[src/rtl/sd4_pkg.sv]
// ============================================================================
// Module      : sd4_pkg
// Description : Shared widths and helpers for the SD4 block-floating-point
//               MAC align/accumulate stage.
// Revision    : 1.0 - initial release
// ============================================================================
`default_nettype none

package sd4_pkg;

    localparam int PP_W      = 5;   // signed partial-product width
    localparam int EXP_W     = 5;   // unsigned exponent width
    localparam int ALN_W     = 16;  // aligned partial-product width
    localparam int SUM_W     = 20;  // accumulated sum width
    localparam int LANES     = 9;   // partial products per bundle
    localparam int MAX_SHIFT = 15;  // alignment shift clamp

    // Fraction bits appended below the pp so right shifts keep precision.
    localparam int FRAC_W    = ALN_W - PP_W;

    function automatic logic [EXP_W-1:0] max_exp(
        input logic [EXP_W-1:0] a,
        input logic [EXP_W-1:0] b
    );
        return (a > b) ? a : b;
    endfunction

endpackage : sd4_pkg

`default_nettype wire

[src/rtl/sd4_align_lane.sv]
// ============================================================================
// Module      : sd4_align_lane
// Description : Combinational alignment of one partial product to the
//               bundle's maximum exponent (arithmetic right shift, clamped).
// Ports       : i_pp      - signed partial product
//               i_exp     - exponent of this lane
//               i_exp_max - maximum exponent of the bundle
//               o_aligned - pp placed in [15:11], shifted right by the
//                           exponent difference (clamped to MAX_SHIFT)
// Revision    : 1.0 - initial release
// ============================================================================
`default_nettype none

module sd4_align_lane
    import sd4_pkg::*;
(
    input  logic [PP_W-1:0]  i_pp,
    input  logic [EXP_W-1:0] i_exp,
    input  logic [EXP_W-1:0] i_exp_max,
    output logic [ALN_W-1:0] o_aligned
);

    logic [EXP_W-1:0] w_diff;
    logic [3:0]       w_shift;

    // i_exp_max >= i_exp by construction, so the difference never wraps.
    assign w_diff  = i_exp_max - i_exp;
    assign w_shift = (w_diff > EXP_W'(MAX_SHIFT)) ? 4'(MAX_SHIFT) : w_diff[3:0];

    // Truncating the shifted-out bits rounds toward minus infinity.
    assign o_aligned = $signed({i_pp, {FRAC_W{1'b0}}}) >>> w_shift;

endmodule : sd4_align_lane

`default_nettype wire

[src/rtl/sd4_align_accumulate.sv]
// ============================================================================
// Module      : sd4_align_accumulate
// Description : Two-stage pipeline: stage 1 finds the maximum exponent and
//               aligns the nine partial products; stage 2 sums them.
// Ports       : clk, rst_n      - clock, asynchronous active-low reset
//               in_valid       - input bundle valid
//               signed_pp_all  - {pp_0..pp_8}, 5-bit two's complement each
//               exp_all        - {exp_0..exp_8}, 5-bit unsigned each
//               out_valid      - outputs carry an accepted bundle
//               exp_max        - maximum exponent
//               aligned_pp_all - {aligned_0..aligned_8}, 16 bits each
//               signed_sum     - 20-bit sum of the aligned values
// Revision    : 1.0 - initial release
// ============================================================================
`default_nettype none

module sd4_align_accumulate
    import sd4_pkg::*;
(
    input  logic                   clk,
    input  logic                   rst_n,
    input  logic                   in_valid,
    input  logic [LANES*PP_W-1:0]  signed_pp_all,
    input  logic [LANES*EXP_W-1:0] exp_all,
    output logic                   out_valid,
    output logic [EXP_W-1:0]       exp_max,
    output logic [LANES*ALN_W-1:0] aligned_pp_all,
    output logic [SUM_W-1:0]       signed_sum
);

    logic [PP_W-1:0]  w_pp      [LANES];
    logic [EXP_W-1:0] w_exp     [LANES];
    logic [ALN_W-1:0] w_aligned [LANES];

    // Max-exponent tree 9 -> 5 -> 3 -> 2 -> 1
    logic [EXP_W-1:0] w_m1 [5];
    logic [EXP_W-1:0] w_m2 [3];
    logic [EXP_W-1:0] w_m3 [2];
    logic [EXP_W-1:0] w_exp_max;

    // Adder tree 9 -> 5 -> 3 -> 2 -> 1
    logic [SUM_W-1:0] w_a0 [LANES];
    logic [SUM_W-1:0] w_a1 [5];
    logic [SUM_W-1:0] w_a2 [3];
    logic [SUM_W-1:0] w_a3 [2];
    logic [SUM_W-1:0] w_sum;

    // Pipeline registers
    logic             r_s1_valid;
    logic [EXP_W-1:0] r_s1_exp_max;
    logic [ALN_W-1:0] r_s1_aligned [LANES];
    logic             r_s2_valid;
    logic [EXP_W-1:0] r_s2_exp_max;
    logic [ALN_W-1:0] r_s2_aligned [LANES];
    logic [SUM_W-1:0] r_s2_sum;

    // Lane 0 occupies the most significant field of every packed bus.
    generate
        for (genvar gi = 0; gi < LANES; gi++) begin : g_lane
            assign w_pp[gi]  = signed_pp_all[(LANES-1-gi)*PP_W +: PP_W];
            assign w_exp[gi] = exp_all[(LANES-1-gi)*EXP_W +: EXP_W];

            sd4_align_lane u_lane (
                .i_pp      (w_pp[gi]),
                .i_exp     (w_exp[gi]),
                .i_exp_max (w_exp_max),
                .o_aligned (w_aligned[gi])
            );

            assign aligned_pp_all[(LANES-1-gi)*ALN_W +: ALN_W] = r_s2_aligned[gi];
        end
    endgenerate

    always_comb begin
        for (int i = 0; i < 4; i++) begin
            w_m1[i] = max_exp(w_exp[2*i], w_exp[2*i+1]);
        end
        w_m1[4]   = w_exp[8];
        w_m2[0]   = max_exp(w_m1[0], w_m1[1]);
        w_m2[1]   = max_exp(w_m1[2], w_m1[3]);
        w_m2[2]   = w_m1[4];
        w_m3[0]   = max_exp(w_m2[0], w_m2[1]);
        w_m3[1]   = w_m2[2];
        w_exp_max = max_exp(w_m3[0], w_m3[1]);
    end

    always_comb begin
        for (int i = 0; i < LANES; i++) begin
            w_a0[i] = {{(SUM_W-ALN_W){r_s1_aligned[i][ALN_W-1]}}, r_s1_aligned[i]};
        end
        for (int i = 0; i < 4; i++) begin
            w_a1[i] = w_a0[2*i] + w_a0[2*i+1];
        end
        w_a1[4] = w_a0[8];
        w_a2[0] = w_a1[0] + w_a1[1];
        w_a2[1] = w_a1[2] + w_a1[3];
        w_a2[2] = w_a1[4];
        w_a3[0] = w_a2[0] + w_a2[1];
        w_a3[1] = w_a2[2];
        w_sum   = w_a3[0] + w_a3[1];
    end

    // Stage 1: exponent max and alignment.
    always_ff @(posedge clk or negedge rst_n) begin
        if (!rst_n) begin
            r_s1_valid   <= 1'b0;
            r_s1_exp_max <= '0;
            for (int i = 0; i < LANES; i++) begin
                r_s1_aligned[i] <= '0;
            end
        end else begin
            r_s1_valid   <= in_valid;
            r_s1_exp_max <= w_exp_max;
            for (int i = 0; i < LANES; i++) begin
                r_s1_aligned[i] <= w_aligned[i];
            end
        end
    end

    // Stage 2: sum, with exponent and aligned values carried alongside.
    always_ff @(posedge clk or negedge rst_n) begin
        if (!rst_n) begin
            r_s2_valid   <= 1'b0;
            r_s2_exp_max <= '0;
            r_s2_sum     <= '0;
            for (int i = 0; i < LANES; i++) begin
                r_s2_aligned[i] <= '0;
            end
        end else begin
            r_s2_valid   <= r_s1_valid;
            r_s2_exp_max <= r_s1_exp_max;
            r_s2_sum     <= w_sum;
            for (int i = 0; i < LANES; i++) begin
                r_s2_aligned[i] <= r_s1_aligned[i];
            end
        end
    end

    assign out_valid  = r_s2_valid;
    assign exp_max    = r_s2_exp_max;
    assign signed_sum = r_s2_sum;

endmodule : sd4_align_accumulate

`default_nettype wire

[config.mk]
export PLATFORM = sky130hd
export DESIGN_NAME = sd4_align_accumulate
export DESIGN_NICKNAME = d
export VERILOG_FILES = /design/src/rtl/sd4_pkg.sv /design/src/rtl/sd4_align_lane.sv /design/src/rtl/sd4_align_accumulate.sv
export SDC_FILE = /design/constraint.sdc
export NUM_CORES = 1
export LEC_CHECK = 0
export BUFFER_PORTS_ARGS = -buffer_cell sky130_fd_sc_hd__buf_2
export CAP_MARGIN = 10
export CORE_MARGIN = 3
export CORE_UTILIZATION = 45
export DETAILED_ROUTE_END_ITERATION = 7
export MAX_ROUTING_LAYER = met4
export PLACE_DENSITY = 0.62
export SYNTH_ARGS = -nofsm -noshare
export SYNTH_HDL_FRONTEND = slang
export SYNTH_SLANG_ARGS = --single-unit
[constraint.sdc]
create_clock -name clk -period 12.29 [get_ports clk]
set_clock_uncertainty 0.1 [all_clocks]
set_input_delay 2.458 -clock clk [delete_from_list [all_inputs] [get_ports clk]]
set_output_delay 2.458 -clock clk [all_outputs]
set_load 0.1 [all_outputs]
======== Yosys cells after proc, flatten, opt, wreduce, memory -nomap -nowiden ========
Index checks and enable logic that the tools add are counted.
storage, ports and cells
  register bits after elaboration ......... 320
  input bits .............................. 93
  output and inout bits ................... 170
operators by class
  $add $sub $neg .......................... 17
  magnitude comparators ................... 17
  shift-type cells ........................ 9
  multiplexer cells ....................... 17
operator list
  kind                  count
  $sshr A16 B4 Y16      9
  $add A16 B16 Y17      4
  $gt A5 B4 Y1 const B  9
  $sub A5 B5 Y5         9
  $gt A5 B5 Y1          8
  $mux W5               8
  $add A17 B17 Y18      2
  $mux W4               9
  $add A19 B16 Y20      1
  $add A18 B18 Y19      1

======== Depth between registers and ports, before layout ========
Gate-level depths: netlist (run 1).
  depth after elaboration ................. 12
  mapped depth ............................ 46

======== Cells and area by module ========
From an unflattened synthesis (run 1), not the netlist that was laid out.
unflattened totals
  cells, all modules ...................... 1702
  area, all modules ....................... 19852.8 um^2
by module, submodules not included
  module                times used  cells each  area each (um^2)
  sd4_align_accumulate  1           757         12803.5
  sd4_align_lane        9           105         783.3

======== Worst setup path after synthesis (run 1) ========
Ideal clock, no wire load.
  path type ............................... input port to flip-flop
  start point ............................. input port exp_all[38]
  end point ............................... register r_s1_aligned[105] (netlist name)
  library setup time ...................... 0.087 ns
  data arrival time ....................... 11.531 ns
  slack ................................... 0.573 ns
  stages .................................. 42
  buffers on the path ..................... 4
  cell sequence ........................... inv_1 > ha_1 > a21oi_1 > nand2_1 > a211oi_1 > o21bai_1 > mux2i_1 > inv_1 > ha_1 > and3_1 > o21a_1 > nor2_1 > a31oi_1 > mux2i_1 > ha_1 > a21o_1 > a21o_1 > or2_1 > [... 6 more ...] > and3_1 > o21ai_0 > and2_1 > clkbuf_1 > clkbuf_1 > a31oi_1 > o21ai_0 > ha_1 > fa_1 > inv_1 > a21o_1 > a21oi_1 > xnor2_1 > nor4_1 > nor4_4 > mux2_4 > or4b_1 > o211ai_1
between the ends
  cells in the longest elaborated chain, start to end .. 12
RTL lines
  element                                  line                         RTL
  start: declaration                       sd4_align_accumulate.sv:24   input logic [LANES*EXP_W-1:0] exp_all,
  $gt A5 B5 Y1                             sd4_pkg.sv:25                return (a > b) ? a : b;
  $mux W5 (*)                              sd4_pkg.sv:25
  $gt A5 B5 Y1                             sd4_pkg.sv:25
  $mux W5 (*)                              sd4_pkg.sv:25
  $gt A5 B5 Y1                             sd4_pkg.sv:25
  $mux W5 (*)                              sd4_pkg.sv:25
  $gt A5 B5 Y1                             sd4_pkg.sv:25
  $mux W5 (*)                              sd4_pkg.sv:25
  $sub A5 B5 Y5 (*)                        sd4_align_lane.sv:27         assign w_diff = i_exp_max - i_exp;
  $gt A5 B4 Y1                             sd4_align_lane.sv:28         assign w_shift = (w_diff > EXP_W'(MAX_SHIFT)) ? 4'(MAX_SHIFT) : w_diff[3:0];
  $mux W4 (*)                              sd4_align_lane.sv:28
  $sshr A16 B4 Y16 (*)                     sd4_align_lane.sv:31         assign o_aligned = $signed({i_pp, {FRAC_W{1'b0}}}) >>> w_shift;
  named net g_lane[2].u_lane.o_aligned[9]  sd4_align_lane.sv:20         output logic [ALN_W-1:0] o_aligned
  end signal: indexed assignment           sd4_align_accumulate.sv:115  r_s1_aligned[i] <= w_aligned[i];
  end: declaration                         sd4_align_accumulate.sv:51   logic [ALN_W-1:0] r_s1_aligned [LANES];
The timed path passes the listed nets; every way through them passes the cells marked *.

======== Worst setup path after layout (run 1) ========
  start point ............................. input port exp_all[38]
  end point ............................... register r_s1_aligned[136] (netlist name)
between the ends
  cells in the longest elaborated chain, start to end .. 12
RTL lines
  element                                  line
  $gt A5 B5 Y1                             sd4_pkg.sv:25
  $mux W5 (*)                              sd4_pkg.sv:25
  $gt A5 B5 Y1                             sd4_pkg.sv:25
  $mux W5 (*)                              sd4_pkg.sv:25
  $gt A5 B5 Y1                             sd4_pkg.sv:25
  $mux W5 (*)                              sd4_pkg.sv:25
  $gt A5 B5 Y1                             sd4_pkg.sv:25
  $mux W5 (*)                              sd4_pkg.sv:25
  $sub A5 B5 Y5 (*)                        sd4_align_lane.sv:27
  $gt A5 B4 Y1                             sd4_align_lane.sv:28
  $mux W4 (*)                              sd4_align_lane.sv:28
  $sshr A16 B4 Y16 (*)                     sd4_align_lane.sv:31
  named net g_lane[0].u_lane.o_aligned[8]  sd4_align_lane.sv:20
Marks and branches as above.

==> impl_metrics.csv, run 1 <==
group,metric,value,unit
setup_path,crit_fanout,9,
floorplan,rows,73,
cells_and_area,fill_cells,3570,
drt,viasPerCell,5.623,
timing,drv_slew,0,
synth,synthCells,1644,
clock_network,clockBufferDepth,3,
cells_and_area,final_layout_size_suffix_gt1_frac,0.2139,
drt,via_count,13920,
timing,fin_setup_tns,0,ps
setup_path,cp.required,12570,ps
setup_path,slowest_stage,"o211ai_1",
global_route,track_usage,0.2785,
synth,synth_edf_count,0,
clock_network,htreeDepth,2,
setup_path,crit_start,"exp_all[38]",
timing,slew_headroom,0.2464,
placed_design,gp_congestion,0.9179,
synth,syn_area_per_cell,11.25,µm²
floorplan,die_y,208.8,µm
synth,synth_nets,1957,
run_status,outcome,"finished, final reports clean",
global_route,overflow,0,
flow_run,maxCapViolations,0,
setup_path,path_common_cell,"ha_1",
clock_network,cts_sinks,320,
floorplan,fp.dieW,208.8,µm
synth,synth_largest_area_cell,"dfrtp_1",
hold_path,min_path_type,"reg -> reg",
setup_path,worstSetupPathType,"in -> reg",
floorplan,ios,263,
hold_path,hold_start,"r_s1_valid",
drt,first_pass_iters,5,
cells_and_area,multi_input_area,9711,µm²
setup_path,r2r_start,"r_s1_aligned[65]",
cells_and_area,register_area,8008,µm²
synth,yosysSeqAreaShare,0.4328,
timing,fin_crit,11220,ps
setup_path,arrival,11490,ps
cells_and_area,final_common_cell,"dfrtp_1",
setup_path,max_stage_delay,520,ps
synth,yosys_warnings,0,
floorplan,core_area,40190,µm²
synth,synth-main-ff-cell,"dfrtp_1",
global_route,grt_pass1_wl,88770,µm
global_route,antenna_found_initial,10,
drt,first_iter_violations,960,
clock_network,ctsRootBufferMaster,"clkbuf_16",
timing,rsz0062_at_grt,"no",
setup_path,r2r_setup_slack,6730,ps
synth,ys_types,82,
drt,top_layer,"met4",
floorplan,start_util,0.4604,
global_route,grt_max_degree,111,
drt,wirelength,59140,µm
synth,synth_seq_cells,320,
synth,yosysTopAreaCellShare,0.4328,
timing,period_share,0.9127,
synth,syn_area,18500,µm²
drt,final_antenna_net_count,0,
drt,wl_met1,27480,µm
global_route,grt_pass1_vias,14040,
drt,wl_met3,4277,µm
cells_and_area,syn_to_final_growth,17.35,%
placed_design,port_buffers,262,
setup_path,cp-end-kind,"register",
synth,async_reset_ff_frac,1.000,
floorplan,dieArea,43580,µm²
cells_and_area,fin_nets,2235,
synth,synth_area_leaders,"dfrtp_1, fa_1, ha_1",
clock_network,cts_tree,"built",
clock_network,clk_latency,560,ps
timing,hold_violations,0,
cells_and_area,layout_common_cells,"dfrtp_1, buf_2, inv_1",
timing,setup_violations,0,
setup_path,setup.worst_path.start_class,"input pin",
drt,dr_wl_met2,26200,µm
placed_design,dpl.hpwl,47860,µm
drt,drt-wirelength-per-cell,23.89,µm
clock_network,clk_pin_slew,60,ps
timing,tightest_slew,1120,ps
drt,drc,0,
clock_network,numCtsBuffers,36,
timing,fmaxAchievable,89.15,MHz
-- cells by family after synthesis --
group                    Yosys count  synth area share
AO/OA/AOI/OAI                    359            0.1315
XOR/XNOR                          45           0.02130
adder cells (fa/ha/maj)          220            0.1991
buffers and inverters            210           0.04409
flip-flops                       320            0.4328
multiplexers                      89           0.05140
AND/OR/NAND/NOR                  401            0.1198
-- flip-flops by register name, summed over array words and instances (netlist names) --
signal and flops:
out_valid 1, signed_sum 20, aligned_pp_all 144, r_s1_exp_max 5, r_s1_valid 1, r_s1_aligned 144
exp_max 5
-- final timing paths --
path | to | cells past startpoint
setup / recovery | r_s1_aligned[136] | 41
hold / removal | out_valid | 0
setup reg to reg | signed_sum[18] | 19
hold reg to reg | out_valid | 0
max in group asynchronous | aligned_pp_all[68] | 3
min in group asynchronous | aligned_pp_all[142] | 1
-- area by class of cell --
type | count | area share
flip-flops and latches | 320 | 0.3688
clock inverters | 12 | 0.008126
diodes | 5 | 0.0005763
well taps | 525 | 0.03026
clock buffers | 49 | 0.04743
repair buffers | 286 | 0.06916
inverters | 164 | 0.02835
multi-input cells | 1114 | 0.4473
-- stage by stage --
step / hold WS [ps] / utilization / setup WS, ps / area [µm²] / std cells
floorplan: 231.2 / - / 572.7 / 18500 / 1644
global placement: 231.5 / 0.5091 / 339.6 / 20460 / 2409
detailed placement: 238.1 / 0.5091 / 243.5 / 20460 / 2409
CTS: 251.5 / 0.5391 / 790.4 / 21670 / 2470
global route: 265.0 / 0.5402 / 97.04 / 21710 / 2474
finish: 248.2 / 0.5402 / 1073 / 21710 / 2475
-- cells in the mapped netlist (all sizes together) (19+ instances only) --
cell type and n:
nand3 49, and3 22, a21oi 56, clkbuf 36
inv 164, o31ai 19, fa 124, a31oi 25
a21o 28, nand4 26, mux2i 53, xnor2 27
nand2 120, dfrtp 320, o21ai 80, mux2 36
o22ai 26, o211ai 24, ha 96, nor2 50
-- critical path: cells and delay by family --
family,cells,cell delay [ps]
AND/OR/NAND/NOR,11,2330
multiplexers,3,870
buffers and inverters,5,450
AO/OA/AOI/OAI,15,3330
adder cells (fa/ha/maj),6,1770
XOR/XNOR,1,260
-- metal layers --
layer  global-route usage  vias up
met4              0.06490        0
met1               0.4053     6934
met5                    -        -
met2               0.4061      527
li1                     -     6395
met3              0.05570       61
-- timing repair --
action                                  in CTS  in global routing
endpoints found under the setup margin       0                 25
hold buffers                                 0                  0
endpoints found under the hold margin        0                  0
buffers inserted                             0                  0
resized for setup                            0                  6
Power of run 1 is not shown: default switching activity piles up to over one toggle a cycle in this logic, so the estimate is an artifact.
==> run 2: changes to the inputs <==
CORE_UTILIZATION = 60   (was 45)
PLACE_DENSITY = 0.8   (was 0.62)
==> run 2 against run 1 <==
Compared with the run above:
- worst hold slack got worse by 0.79 ps
- final cell count decreased by 5.5%
- maximum frequency shrank 3.7%
- critical endpoint is now r_s1_aligned[42]
- highest routed layer unchanged
- global-route usage rose by 7.6 points
- sequential cell count unchanged
- die area down 24%
- non-clock buffer count fell by 4
- cell area down 1.3%
==> impl_metrics.csv, run 2 (synthesis results as in run 1) <==
group,metric,value,unit
timing,hold_violations,0,
cells_and_area,final_common_cell,"dfrtp_1",
drt,first_pass_iters,6,
timing,fin_crit,11650,ps
cells_and_area,fill_cells,2064,
drt,viasPerCell,6.135,
clock_network,htreeDepth,2,
clock_network,numCtsBuffers,34,
clock_network,clk_pin_slew,60,ps
setup_path,crit_fanout,12,
setup_path,cp-end-kind,"register",
hold_path,min_path_type,"reg -> reg",
global_route,antenna_found_initial,11,
setup_path,r2r_setup_slack,6790,ps
setup_path,worstSetupPathType,"in -> reg",
hold_path,hold_end,"exp_max[1]",
timing,drv_slew,0,
timing,fmaxAchievable,85.86,MHz
setup_path,reg2reg_to,"signed_sum[18]",
timing,rsz0062_at_grt,"no",
setup_path,arrival,11890,ps
drt,drc,0,
clock_network,cts_setup_buffers,0,
cells_and_area,syn_to_final_growth,15.87,%
clock_network,clk_latency,520,ps
floorplan,ios,263,
global_route,overflow,0,
floorplan,start_util,0.6160,
global_route,grt_pass1_wl,86800,µm
floorplan,core_area,30030,µm²
setup_path,slowest_stage,"o311ai_0",
clock_network,clockBufferDepth,3,
cells_and_area,fin_nets,2229,
placed_design,port_buffers,262,
floorplan,dieArea,32980,µm²
drt,drt-wirelength-per-cell,24.41,µm
cells_and_area,layout_common_cells,"dfrtp_1, buf_2, inv_1",
floorplan,die_y,181.6,µm
placed_design,gp_congestion,1.004,
setup_path,reg2regPathDepth,17,
timing,period_share,0.9477,
cells_and_area,final_layout_size_suffix_gt1_frac,0.2107,
run_status,outcome,"finished, final reports clean",
setup_path,path_common_cell,"ha_1",
clock_network,cts_tree,"built",
clock_network,cts_hold_buf,0,
global_route,grt_max_degree,186,
drt,first_iter_violations,1297,
placed_design,dpl.hpwl,44950,µm
global_route,track_usage,0.3541,
drt,wirelength,57110,µm
setup_path,cp.required,12530,ps
floorplan,rows,63,
floorplan,fp.dieW,181.6,µm
setup_path,setup.worst_path.start_class,"input pin",
drt,via_count,14360,
global_route,grt_pass1_vias,14450,
flow_run,maxCapViolations,0,
drt,final_antenna_net_count,0,
hold_path,hold_start,"r_s1_exp_max[1]",
timing,fin_setup_tns,0,ps
setup_path,r2r_start,"r_s1_aligned[2]",
clock_network,cts_sinks,320,
timing,slew_headroom,0.2440,
timing,setup_violations,0,
hold_path,hold_path_depth,0,
timing,tightest_slew,1124,ps
setup_path,max_stage_delay,540,ps
clock_network,ctsRootBufferMaster,"clkbuf_16",
==> run 2: what timing repair did <==
item | CTS | global route
resized for setup | 0 | 3
endpoints found under the hold margin | 0 | 0
setup endpoints to repair | 0 | 35
==> run 2: worst max path at each step <==
stage           startpoint                 to  slack (ps)  cells after the start
6_report       exp_all[38]   r_s1_aligned[42]         640                     40
4_1_cts        exp_all[38]   r_s1_aligned[42]         520                     40
3_3_place_gp   exp_all[38]   r_s1_aligned[42]         250                     40
3_5_place_dp   exp_all[38]   r_s1_aligned[19]          50                     40
2_1_floorplan  exp_all[38]  r_s1_aligned[105]         570                     42
5_1_grt        exp_all[38]   r_s1_aligned[42]          50                     40
==> run 2: critical path, delay by kind of cell <==
family / cells / cell delay [ps]
simple gates: 11 / 2370
compound gates: 14 / 3230
fa+ha+maj: 6 / 1810
xor+xnor: 1 / 370
mux: 3 / 1090
buf+inv: 5 / 570
==> run 2: area by class of cell <==
type	instances	area (µm²)	area share
clock inverter	16	170.2	0.007937
tap	390	488.0	0.02276
multi-input combinational	1114	9697	0.4523
clock buffer	45	953.4	0.04447
timing repair buffer	282	1484	0.06922
sequential	320	8008	0.3735
inverter	164	615.6	0.02871
antenna	9	22.52	0.001051
==> run 2: per-stage QoR <==
| step | setup WS [ps] | utilization | instances | instance area, µm² | hold slack [ps] |
|---|---|---|---|---|---|
| after floorplan | 572.7 | - | 1644 | 18500 | 231.2 |
| final | 643.0 | 0.7138 | 2340 | 21440 | 247.4 |
| after CTS | 516.3 | 0.7125 | 2331 | 21400 | 248.9 |
| after global routing | 48.85 | 0.7138 | 2340 | 21440 | 253.4 |
| after detailed placement | 51.80 | 0.6750 | 2270 | 20270 | 235.5 |
| after global placement | 254.0 | 0.6750 | 2270 | 20270 | 232.3 |
==> run 2: metal layers <==
| metal | global-route usage | vias up | part of all wire | wire (µm) |
|---|---|---|---|---|
| li1 | - | 6396 | - | - |
| met1 | 0.4881 | 7140 | 0.42 | 24110 |
| met2 | 0.5252 | 697 | 0.45 | 25880 |
| met3 | 0.07212 | 124 | 0.082 | 4709 |
| met4 | 0.1350 | 0 | 0.042 | 2408 |
| met5 | - | - | 0 | 0 |
Power of run 2 is left out for the same reason.
